`src/rtl/seven_seg_if.sv`:
```
// Bundle between the value producer and the seven-segment scanner:
// digit nibbles, decimal points and control strobes in, segment/anode drive out.
interface seven_seg_if #(
    parameter int NUM_DIGITS = 4
);
    logic [4*NUM_DIGITS-1:0] digits;
    logic [NUM_DIGITS-1:0]   dp_en;
    logic                    load;
    logic                    enable;
    logic                    lz_en;
    logic [7:0]              seg;
    logic [NUM_DIGITS-1:0]   an;

    modport master (
        output digits, dp_en, load, enable, lz_en,
        input  seg, an
    );

    modport slave (
        input  digits, dp_en, load, enable, lz_en,
        output seg, an
    );
endinterface

```
`src/rtl/seven_seg_scan.sv`:
```
// Time-multiplexed N-digit seven-segment driver: shadow-buffered hex digits,
// per-digit decimal points, leading-zero blanking, anti-ghost gap, selectable polarity.
module seven_seg_scan #(
    parameter int NUM_DIGITS   = 4,
    parameter int CLK_DIV      = 50000,
    parameter int BLANK_CYCLES = 1,
    parameter int ACTIVE_LOW   = 1
) (
    input  logic         clk,
    input  logic         rst_n,
    seven_seg_if.slave   bus
);
    localparam int IDX_W = (NUM_DIGITS > 1) ? $clog2(NUM_DIGITS) : 1;
    localparam int DIV_W = (CLK_DIV > 1) ? $clog2(CLK_DIV) : 1;
    localparam logic [DIV_W-1:0] DIV_MAX = DIV_W'(CLK_DIV - 1);
    localparam logic [IDX_W-1:0] IDX_MAX = IDX_W'(NUM_DIGITS - 1);
    localparam logic             INV     = (ACTIVE_LOW != 0);

    logic [DIV_W-1:0]        div_cnt_reg;
    logic [IDX_W-1:0]        idx_reg;
    logic [4*NUM_DIGITS-1:0] shadow_digits_reg;
    logic [NUM_DIGITS-1:0]   shadow_dp_reg;
    logic [7:0]              seg_reg, seg_next;
    logic [NUM_DIGITS-1:0]   an_reg, an_next;

    logic [3:0]              nib [NUM_DIGITS];
    logic [NUM_DIGITS-1:0]   suppress;
    logic [NUM_DIGITS-1:0]   onehot;
    logic                    blank_done;
    logic                    active;

    function automatic logic [6:0] hex7(input logic [3:0] v);
        logic [6:0] s;
        case (v)
            4'h0: s = 7'h3F;
            4'h1: s = 7'h06;
            4'h2: s = 7'h5B;
            4'h3: s = 7'h4F;
            4'h4: s = 7'h66;
            4'h5: s = 7'h6D;
            4'h6: s = 7'h7D;
            4'h7: s = 7'h07;
            4'h8: s = 7'h7F;
            4'h9: s = 7'h6F;
            4'hA: s = 7'h77;
            4'hB: s = 7'h7C;
            4'hC: s = 7'h39;
            4'hD: s = 7'h5E;
            4'hE: s = 7'h79;
            default: s = 7'h71;
        endcase
        return s;
    endfunction

    // A digit is a leading zero when it and every more-significant nibble are
    // zero; a lit decimal point keeps it visible. Digit 0 always shows.
    for (genvar gi = 0; gi < NUM_DIGITS; gi++) begin : g_digit
        assign nib[gi]    = shadow_digits_reg[4*gi +: 4];
        assign onehot[gi] = (idx_reg == IDX_W'(gi));
        if (gi == 0) begin : g_lsd
            assign suppress[gi] = 1'b0;
        end else begin : g_upper
            assign suppress[gi] = bus.lz_en && !shadow_dp_reg[gi]
                && (shadow_digits_reg[4*NUM_DIGITS-1:4*gi] == '0);
        end
    end

    if (BLANK_CYCLES == 0) begin : g_noblank
        assign blank_done = 1'b1;
    end else begin : g_blank
        assign blank_done = (div_cnt_reg >= DIV_W'(BLANK_CYCLES));
    end

    assign active = bus.enable && blank_done && !suppress[idx_reg];

    always_comb begin
        seg_next = {8{INV}};
        an_next  = {NUM_DIGITS{INV}};
        if (active) begin
            seg_next = {shadow_dp_reg[idx_reg], hex7(nib[idx_reg])} ^ {8{INV}};
            an_next  = onehot ^ {NUM_DIGITS{INV}};
        end
    end

    always_ff @(posedge clk) begin
        if (!rst_n) begin
            div_cnt_reg       <= '0;
            idx_reg           <= '0;
            shadow_digits_reg <= '0;
            shadow_dp_reg     <= '0;
            seg_reg           <= {8{INV}};
            an_reg            <= {NUM_DIGITS{INV}};
        end else begin
            if (div_cnt_reg == DIV_MAX) begin
                div_cnt_reg <= '0;
                idx_reg     <= (idx_reg == IDX_MAX) ? '0 : idx_reg + 1'b1;
            end else begin
                div_cnt_reg <= div_cnt_reg + 1'b1;
            end
            if (bus.load) begin
                shadow_digits_reg <= bus.digits;
                shadow_dp_reg     <= bus.dp_en;
            end
            seg_reg <= seg_next;
            an_reg  <= an_next;
        end
    end

    assign bus.seg = seg_reg;
    assign bus.an  = an_reg;
endmodule

```
`src/flat_wrapper.sv`:
```
// flat-port wrapper written by rule: the top's interface ports become plain ports
module seven_seg_scan_flat 
#(
    parameter int NUM_DIGITS   = 4,
    parameter int CLK_DIV      = 50000,
    parameter int BLANK_CYCLES = 1,
    parameter int ACTIVE_LOW   = 1
)
  (clk, rst_n, bus_digits, bus_dp_en, bus_load, bus_enable, bus_lz_en, bus_seg, bus_an);
  seven_seg_if #(.NUM_DIGITS(NUM_DIGITS)) bus_i ();
  input  logic clk;
  input  logic rst_n;
  input wire logic [$bits(bus_i.digits)-1:0] bus_digits;
  input wire logic [$bits(bus_i.dp_en)-1:0] bus_dp_en;
  input wire logic [$bits(bus_i.load)-1:0] bus_load;
  input wire logic [$bits(bus_i.enable)-1:0] bus_enable;
  input wire logic [$bits(bus_i.lz_en)-1:0] bus_lz_en;
  output wire logic [$bits(bus_i.seg)-1:0] bus_seg;
  output wire logic [$bits(bus_i.an)-1:0] bus_an;
  assign bus_i.digits = bus_digits;
  assign bus_i.dp_en = bus_dp_en;
  assign bus_i.load = bus_load;
  assign bus_i.enable = bus_enable;
  assign bus_i.lz_en = bus_lz_en;
  assign bus_seg = bus_i.seg;
  assign bus_an = bus_i.an;
  seven_seg_scan #(.NUM_DIGITS(NUM_DIGITS), .CLK_DIV(CLK_DIV), .BLANK_CYCLES(BLANK_CYCLES), .ACTIVE_LOW(ACTIVE_LOW)) u_core (.clk(clk), .rst_n(rst_n), .bus(bus_i));
endmodule
```
`config.mk`:
```
export PLATFORM = sky130hd
export DESIGN_NAME = seven_seg_scan_flat
export DESIGN_NICKNAME = d
export VERILOG_FILES = /design/src/rtl/seven_seg_if.sv /design/src/rtl/seven_seg_scan.sv /design/src/flat_wrapper.sv
export SDC_FILE = /design/constraint.sdc
export NUM_CORES = 1
export LEC_CHECK = 0
export ABC_AREA = 0
export CAP_MARGIN = 30
export CORE_MARGIN = 1.5
export CORE_UTILIZATION = 28
export CTS_CLUSTER_SIZE = 12
export DETAILED_ROUTE_END_ITERATION = 10
export PLACE_DENSITY_LB_ADDON = 0.1
export REMOVE_ABC_BUFFERS = 1
export SLEW_MARGIN = 20
export SYNTH_ARGS = -nofsm -noshare
export SYNTH_HDL_FRONTEND = slang
export SYNTH_SLANG_ARGS = --single-unit
```
`constraint.sdc`:
```
create_clock -name clk -period 2.4 [get_ports clk]
set_input_delay 0.24 -clock clk [delete_from_list [all_inputs] [get_ports clk]]
set_output_delay 0.24 -clock clk [all_outputs]
set_load 0.05 [all_outputs]
```
==> results.toml, run 1 <==
[power]
irDropWorstVdd_mv = 0.229
finalPower_mw = 1.62
leakage_nw = 1.14
p_per_area_nw_per_um2 = 553

[timing]
skew_ns = 0.00946
timing.slew.headroom = 0.667
worst_pin_slew_ns = 0.498
min_period_over_period = 0.825
drv_slew = 0
fin_hold_ws_ns = 0.515
finalCriticalPeriod_ns = 1.98
setup_ws_ns = 0.420
rsz0062_at_grt = "no"
setup_viol = 0
fmax_ghz = 0.505
fin_setup_tns_ns = 0
hold_viol_final = 0

[clock_network]
cts_sinks = 50
htreeDepth = 2
cts_tree = "built"
clkTransAtPathRegs_ns = 0.09
cts_resized = 0
numCtsBuffers = 5
post-cts-setup-buffer-count = 0
postCtsHoldBufs = 0
cts-root-buf = "clkbuf_8"
clock_path_buffers = 2
clock_latency_ns = 0.30

[setup_path]
cp_max_fo = 5
cp.arrival_ns = 2.16
cp_data_required_time_ns = 2.58
reg2reg_slack_ns = 0.42
reg2regPathDepth = 7
start_kind = "flip-flop"
critPathKind = "reg -> reg"
endpoint_kind = "flip-flop"

[place]
dpl_worst_slack_ns = 0.409
hpwlAfterDp_um = 3530
gp_congestion = 0.728
port_buffers = 36
place_area_sq_um = 2840

[detailed_routing]
drc = 0
ant_nets = 0
vias = 1708
via_per_inst = 4.52
drtIter0Drc = 99
routedWlPerCell_um = 12.8
routed_wl_um = 4830
drt-pass1-iter-count = 4

[die]
ios = 37
die_y_um = 94.6
core_sq_um = 8180
dieArea_sq_um = 8950
initial_core_util = 0.288
die_x_um = 94.6
rows = 33

[synthesis]
synth_seq_area_share = 0.426
synth_area_per_cell_sq_um = 10.0
synth_cell_types = 33
yosys_warnings = 0
ys_ff_latch = 50
syn_inst = 235
syn_area_sq_um = 2350

[finish]
diodes = 0
fin_nets = 309
fill_cells = 864
fin_area_sq_um = 2930
drive_above_1_share = 0.0916
syn_to_final_growth_pct = 24.6

[flow_run]
maxCapViolations = 0

[global_routing]
first_global_vias = 1592
grt_pass1_wl_um = 8130
globalRouteOverflowTotal = 0
grt_usage = 0.118
grt_antenna_before_repair = 0
grt_max_degree = 25

[status]
status = "finished clean"

[worst_hold_path]
holdPathStages = 1
min_path_type = "reg -> reg"
-- kinds of logic (layout without fill, tap and decap cells) --
| family | count (synthesis) | count (layout) | share of synthesized area |
|---|---|---|---|
| adders and majority gates | 12 | 12 | 0.0639 |
| muxes | 30 | 30 | 0.161 |
| and+or+nand+nor | 95 | 95 | 0.229 |
| buffers and inverters | 22 | 60 | 0.0367 |
| xor gates and xnor gates | 13 | 13 | 0.0484 |
| DFF | 50 | 50 | 0.426 |
| AOI/OAI and AO/OA | 13 | 13 | 0.0351 |
-- cell usage in the layout, fill, tap and decap left out, types with 4 or more instances in the layout --
| cell type | count |
|---|---|
| buf_4 | 6 |
| mux4_2 | 6 |
| xor2_1 | 11 |
| dfxtp_1 | 50 |
| inv_1 | 10 |
| nor4_1 | 4 |
| nor2_1 | 19 |
| nand4_1 | 10 |
| nor2b_1 | 23 |
| ha_1 | 12 |
| mux2i_1 | 22 |
| nand3_1 | 15 |
| nand2_1 | 7 |
| clkdlybuf4s50_1 | 36 |
| clkbuf_8 | 6 |
-- final cells by class --
type                    instances  area [sq um]  area share
multi-input cells             163          1260       0.431
flip-flops and latches         50          1000       0.342
repair buffers                 42           405       0.138
well taps                     105           131      0.0448
clock buffers                   7          86.3      0.0295
inverters                      10          37.5      0.0128
clock inverters                 1          5.00     0.00171
-- power by group --
part | switching, mW | internal, mW
combinational | 0.111 | 0.116
clock | 0.271 | 0.233
sequential | 0.0261 | 0.863
total | 0.407 | 1.21
-- layer usage --
metal  wire, um  share of wire  GRT usage  vias up
li1           -              -          -      897
met1       2620           0.54      0.171      776
met2       1970           0.41      0.167       28
met3        180          0.037     0.0306        7
met4         61          0.013     0.0373        0
met5          0              0          0        -
-- cells in the mapped netlist --
cell type | n | area, sq um
buf_2 | 3 | 15.0
nand4_1 | 10 | 62.6
a21boi_1 | 1 | 7.51
a32oi_1 | 1 | 8.76
and3_2 | 1 | 7.51
nor3b_1 | 1 | 7.51
clkbuf_1 | 9 | 33.8
nor3_1 | 1 | 5.00
and3b_1 | 1 | 8.76
nand3_1 | 15 | 75.1
nor2_1 | 19 | 71.3
a21o_1 | 1 | 7.51
and4_1 | 3 | 26.3
dfxtp_1 | 50 | 1000
a22oi_1 | 3 | 22.5
a21oi_1 | 3 | 15.0
mux2_2 | 2 | 22.5
xor2_1 | 11 | 96.3
nand2_1 | 7 | 26.3
nor2b_1 | 23 | 144
and4_2 | 1 | 10.0
ha_1 | 12 | 150
inv_1 | 10 | 37.5
and4b_1 | 1 | 10.0
nor4_1 | 4 | 25.0
or3_1 | 3 | 18.8
xnor2_1 | 2 | 17.5
a31oi_1 | 1 | 6.26
mux2i_1 | 22 | 220
or4_4 | 2 | 22.5
mux4_2 | 6 | 135
o21ai_0 | 3 | 15.0
and2_1 | 3 | 18.8
-- worst paths after layout --
kind                                               to             startpoint
worst max-delay path                u_core.bus.seg[3]      u_core.idx_reg[0]
worst min-delay path            u_core.div_cnt_reg[0]  u_core.div_cnt_reg[0]
worst max register to register      u_core.bus.seg[3]      u_core.idx_reg[0]
worst min register to register  u_core.div_cnt_reg[0]  u_core.div_cnt_reg[0]
-- critical path, stage by stage, from the launching register on --
cell and delay [ns]:
dfxtp_1 0.41, mux4_2 0.58, inv_1 0.13, ha_1 0.15, inv_1 0.04, mux4_2 0.43, inv_1 0.06, nand3_1 0.06
-- per-stage QoR --
step,std cells,utilization
final,378,0.358
after floorplan,223,-
after CTS,378,0.358
after global routing,378,0.358
after global placement,370,0.347
after detailed placement,370,0.347
(Power assumes the default switching activity.)
==> inputs of run 2 (changes only) <==
==> constraint.sdc (replaced) <==
create_clock -name clk -period 2 [get_ports clk]
set_input_delay 0.2 -clock clk [delete_from_list [all_inputs] [get_ports clk]]
set_output_delay 0.2 -clock clk [all_outputs]
set_load 0.05 [all_outputs]
==> run 2 against run 1 <==
Net effect:
- flip-flop and latch count unchanged
- first-iteration DRC count decreased by 22%
- final cell count increased by 4.2%
- power increased by 27%
- register-to-register slack got worse by 0.33 ns
- highest routed layer unchanged
- count of clock-buffer cells in the layout unchanged
- clock skew decreased by 0.0020 ns
- non-clock buffer count increased by 16
- die area unchanged
- sequential power increased by 19%
- fmax increased by 3.7%
==> results.toml, run 2 (same netlist as run 1, synthesis figures left out) <==
[timing]
worst_pin_slew_ns = 0.499
fin_setup_tns_ns = 0
hold_viol_final = 0
timing.slew.headroom = 0.666
setup_viol = 0
finalCriticalPeriod_ns = 1.91
setup_ws_ns = 0.0908
drv_slew = 0
fmax_ghz = 0.524
skew_ns = 0.00750
rsz0062_at_grt = "no"
min_period_over_period = 0.955

[global_routing]
globalRouteOverflowTotal = 0
first_global_vias = 1626
grt_max_degree = 25
grt_antenna_before_repair = 0
grt_pass1_wl_um = 8240
grt_usage = 0.120

[place]
dpl_worst_slack_ns = 0.0256
port_buffers = 36
hpwlAfterDp_um = 3790
gp_congestion = 0.753
dp.cells = 384
place_area_sq_um = 2960

[finish]
mostFrequentLayoutCells = "dfxtp_1, clkdlybuf4s50_1, nor2b_1"
drive_above_1_share = 0.152
fin_nets = 325
diodes = 0
layout_commonest_cell = "dfxtp_1"
fin_cells = 394
fin_area_sq_um = 3080
syn_to_final_growth_pct = 31.2

[setup_path]
cp_max_fo = 3
rr_startpoint = "u_core.div_cnt_reg[7]"
worst-path-buf-inv = 0
cp_slowest_stage_delay_ns = 0.53
endpoint_kind = "flip-flop"
start_kind = "flip-flop"
crit_top_cell = "or4_4"
worst_path_max_delay_cell = "or4_4"
critPathTopFamily = "simple AND/OR/NAND/NOR gates"
crit_chain = "or4_4 -> or4_4 -> or3_1 -> a21boi_1"
worstReg2RegEnd = "u_core.idx_reg[0]"
cp_data_required_time_ns = 2.22
reg2regPathDepth = 4
cp.arrival_ns = 2.13
reg2reg_slack_ns = 0.09
critPathKind = "reg -> reg"

[clock_network]
clock_latency_ns = 0.30
numCtsBuffers = 5
cts_tree = "built"
cts_sinks = 50
htreeDepth = 2
clkTransAtPathRegs_ns = 0.09
cts-root-buf = "clkbuf_8"
clock_path_buffers = 2

[flow_run]
maxCapViolations = 0

[power]
p_switching_mw = 0.490
switching_share = 0.239
irDropWorstVdd_mv = 0.311
power_frac_seq = 0.518
internal-power_mw = 1.56
comb_power_share = 0.143
p_clk_frac = 0.339
p_per_area_nw_per_um2 = 665
leakage_nw = 1.23

[die]
die_y_um = 94.6
ios = 37
dieArea_sq_um = 8950
core_sq_um = 8180
rows = 33
die_x_um = 94.6
initial_core_util = 0.288

[status]
status = "finished clean"

[worst_hold_path]
holdPathEnd = "u_core.shadow_digits_reg[4]"
holdCritStartpoint = "bus_digits[4]"
min_path_type = "in -> reg"
holdPathStages = 3

[detailed_routing]
via_per_inst = 4.52
routed_wl_um = 5000
vias = 1780
drtIter0Drc = 77
drc = 0
routedWlPerCell_um = 12.7
ant_nets = 0
drt-pass1-iter-count = 5
## run 2: changes by cell type in the layout (fill, tap and decap cells not counted)
cell       before  now
clkinv_2        1    0
buf_12          0    1
inv_2           0    2
inv_1          10    8
dfxtp_1        50   49
bufinv_16       0    1
ha_1           12   11
ha_2            0    1
clkbuf_1        1    2
dfxtp_4         0    1
clkbuf_8        6    5
buf_4           6   21
## run 2: how the worst max path moves through the flow
stage | to | cells after the start | start | slack, ns
3_3_place_gp | u_core.bus.seg[3] | 5 | u_core.idx_reg[0] | 0.04
5_1_grt | u_core.bus.seg[3] | 7 | u_core.idx_reg[0] | 0.003
6_report | u_core.idx_reg[0] | 4 | u_core.div_cnt_reg[7] | 0.09
2_1_floorplan | u_core.bus.seg[3] | 7 | u_core.idx_reg[0] | -0.17
3_5_place_dp | u_core.bus.seg[3] | 7 | u_core.idx_reg[0] | 0.03
4_1_cts | u_core.bus.seg[3] | 7 | u_core.idx_reg[0] | 0.01
## run 2: stage by stage
| stage | hold WS [ns] | util | power (mW) |
|---|---|---|---|
| finish | 0.512 | 0.377 | 2.05 |
| global route | 0.505 | 0.377 | 2.17 |
| CTS | 0.498 | 0.375 | 2.09 |
| detailed placement | 0.501 | 0.362 | 1.38 |
| global placement | 0.498 | 0.362 | 1.38 |
| floorplan | 0.322 | - | 1.24 |
## run 2: layout make-up
type,count,area [sq um]
multi-input combinational,163,1270
clock buffer,7,76.3
clock inverter,1,30.0
sequential,50,1000
timing repair buffer,58,538
fill,869,5090
tap,105,131
inverter,10,37.5
## run 2: worst min-delay path, cell delays in order
cell	delay [ns]
clkdlybuf4s50_1	0.39
mux2i_1	0.12
nor2b_1	0.05
## run 2: power by group through the flow
stage | Sequential [mW] | Clock, mW | Combinational [mW]
after floorplan | 1.12 | 0 | 0.119
after global placement | 1.09 | 0 | 0.292
after detailed placement | 1.09 | 0 | 0.292
after CTS | 1.07 | 0.735 | 0.293
after global routing | 1.07 | 0.783 | 0.318
final | 1.06 | 0.696 | 0.293
## run 2: repair_timing
item | 4_1_cts | 5_1_grt
endpoints found under the hold margin | 0 | 0
resized for setup | 0 | 5
setup endpoints to repair | 0 | 6
hold buffers | 0 | 0
setup buffers | 0 | 2
## run 2: layer usage
| layer | GRT usage | up-vias | routed length (um) |
|---|---|---|---|
| li1 | - | 927 | - |
| met1 | 0.187 | 805 | 2780 |
| met2 | 0.159 | 43 | 1970 |
| met3 | 0.0290 | 5 | 195 |
| met4 | 0.0373 | 0 | 55 |
| met5 | 0 | - | 0 |
==> inputs of run 3 (changes only) <==
--- a/config.mk
+++ b/config.mk
@@ -13,7 +13,7 @@
 export DETAILED_ROUTE_END_ITERATION = 10
 export PLACE_DENSITY_LB_ADDON = 0.1
 export REMOVE_ABC_BUFFERS = 1
-export SLEW_MARGIN = 20
+export SLEW_MARGIN = 30
 export SYNTH_ARGS = -nofsm -noshare
 export SYNTH_HDL_FRONTEND = slang
 export SYNTH_SLANG_ARGS = --single-unit
==> results of run 3 <==
Same layout as run 2: the final DEF is identical, and so are final timing and power.
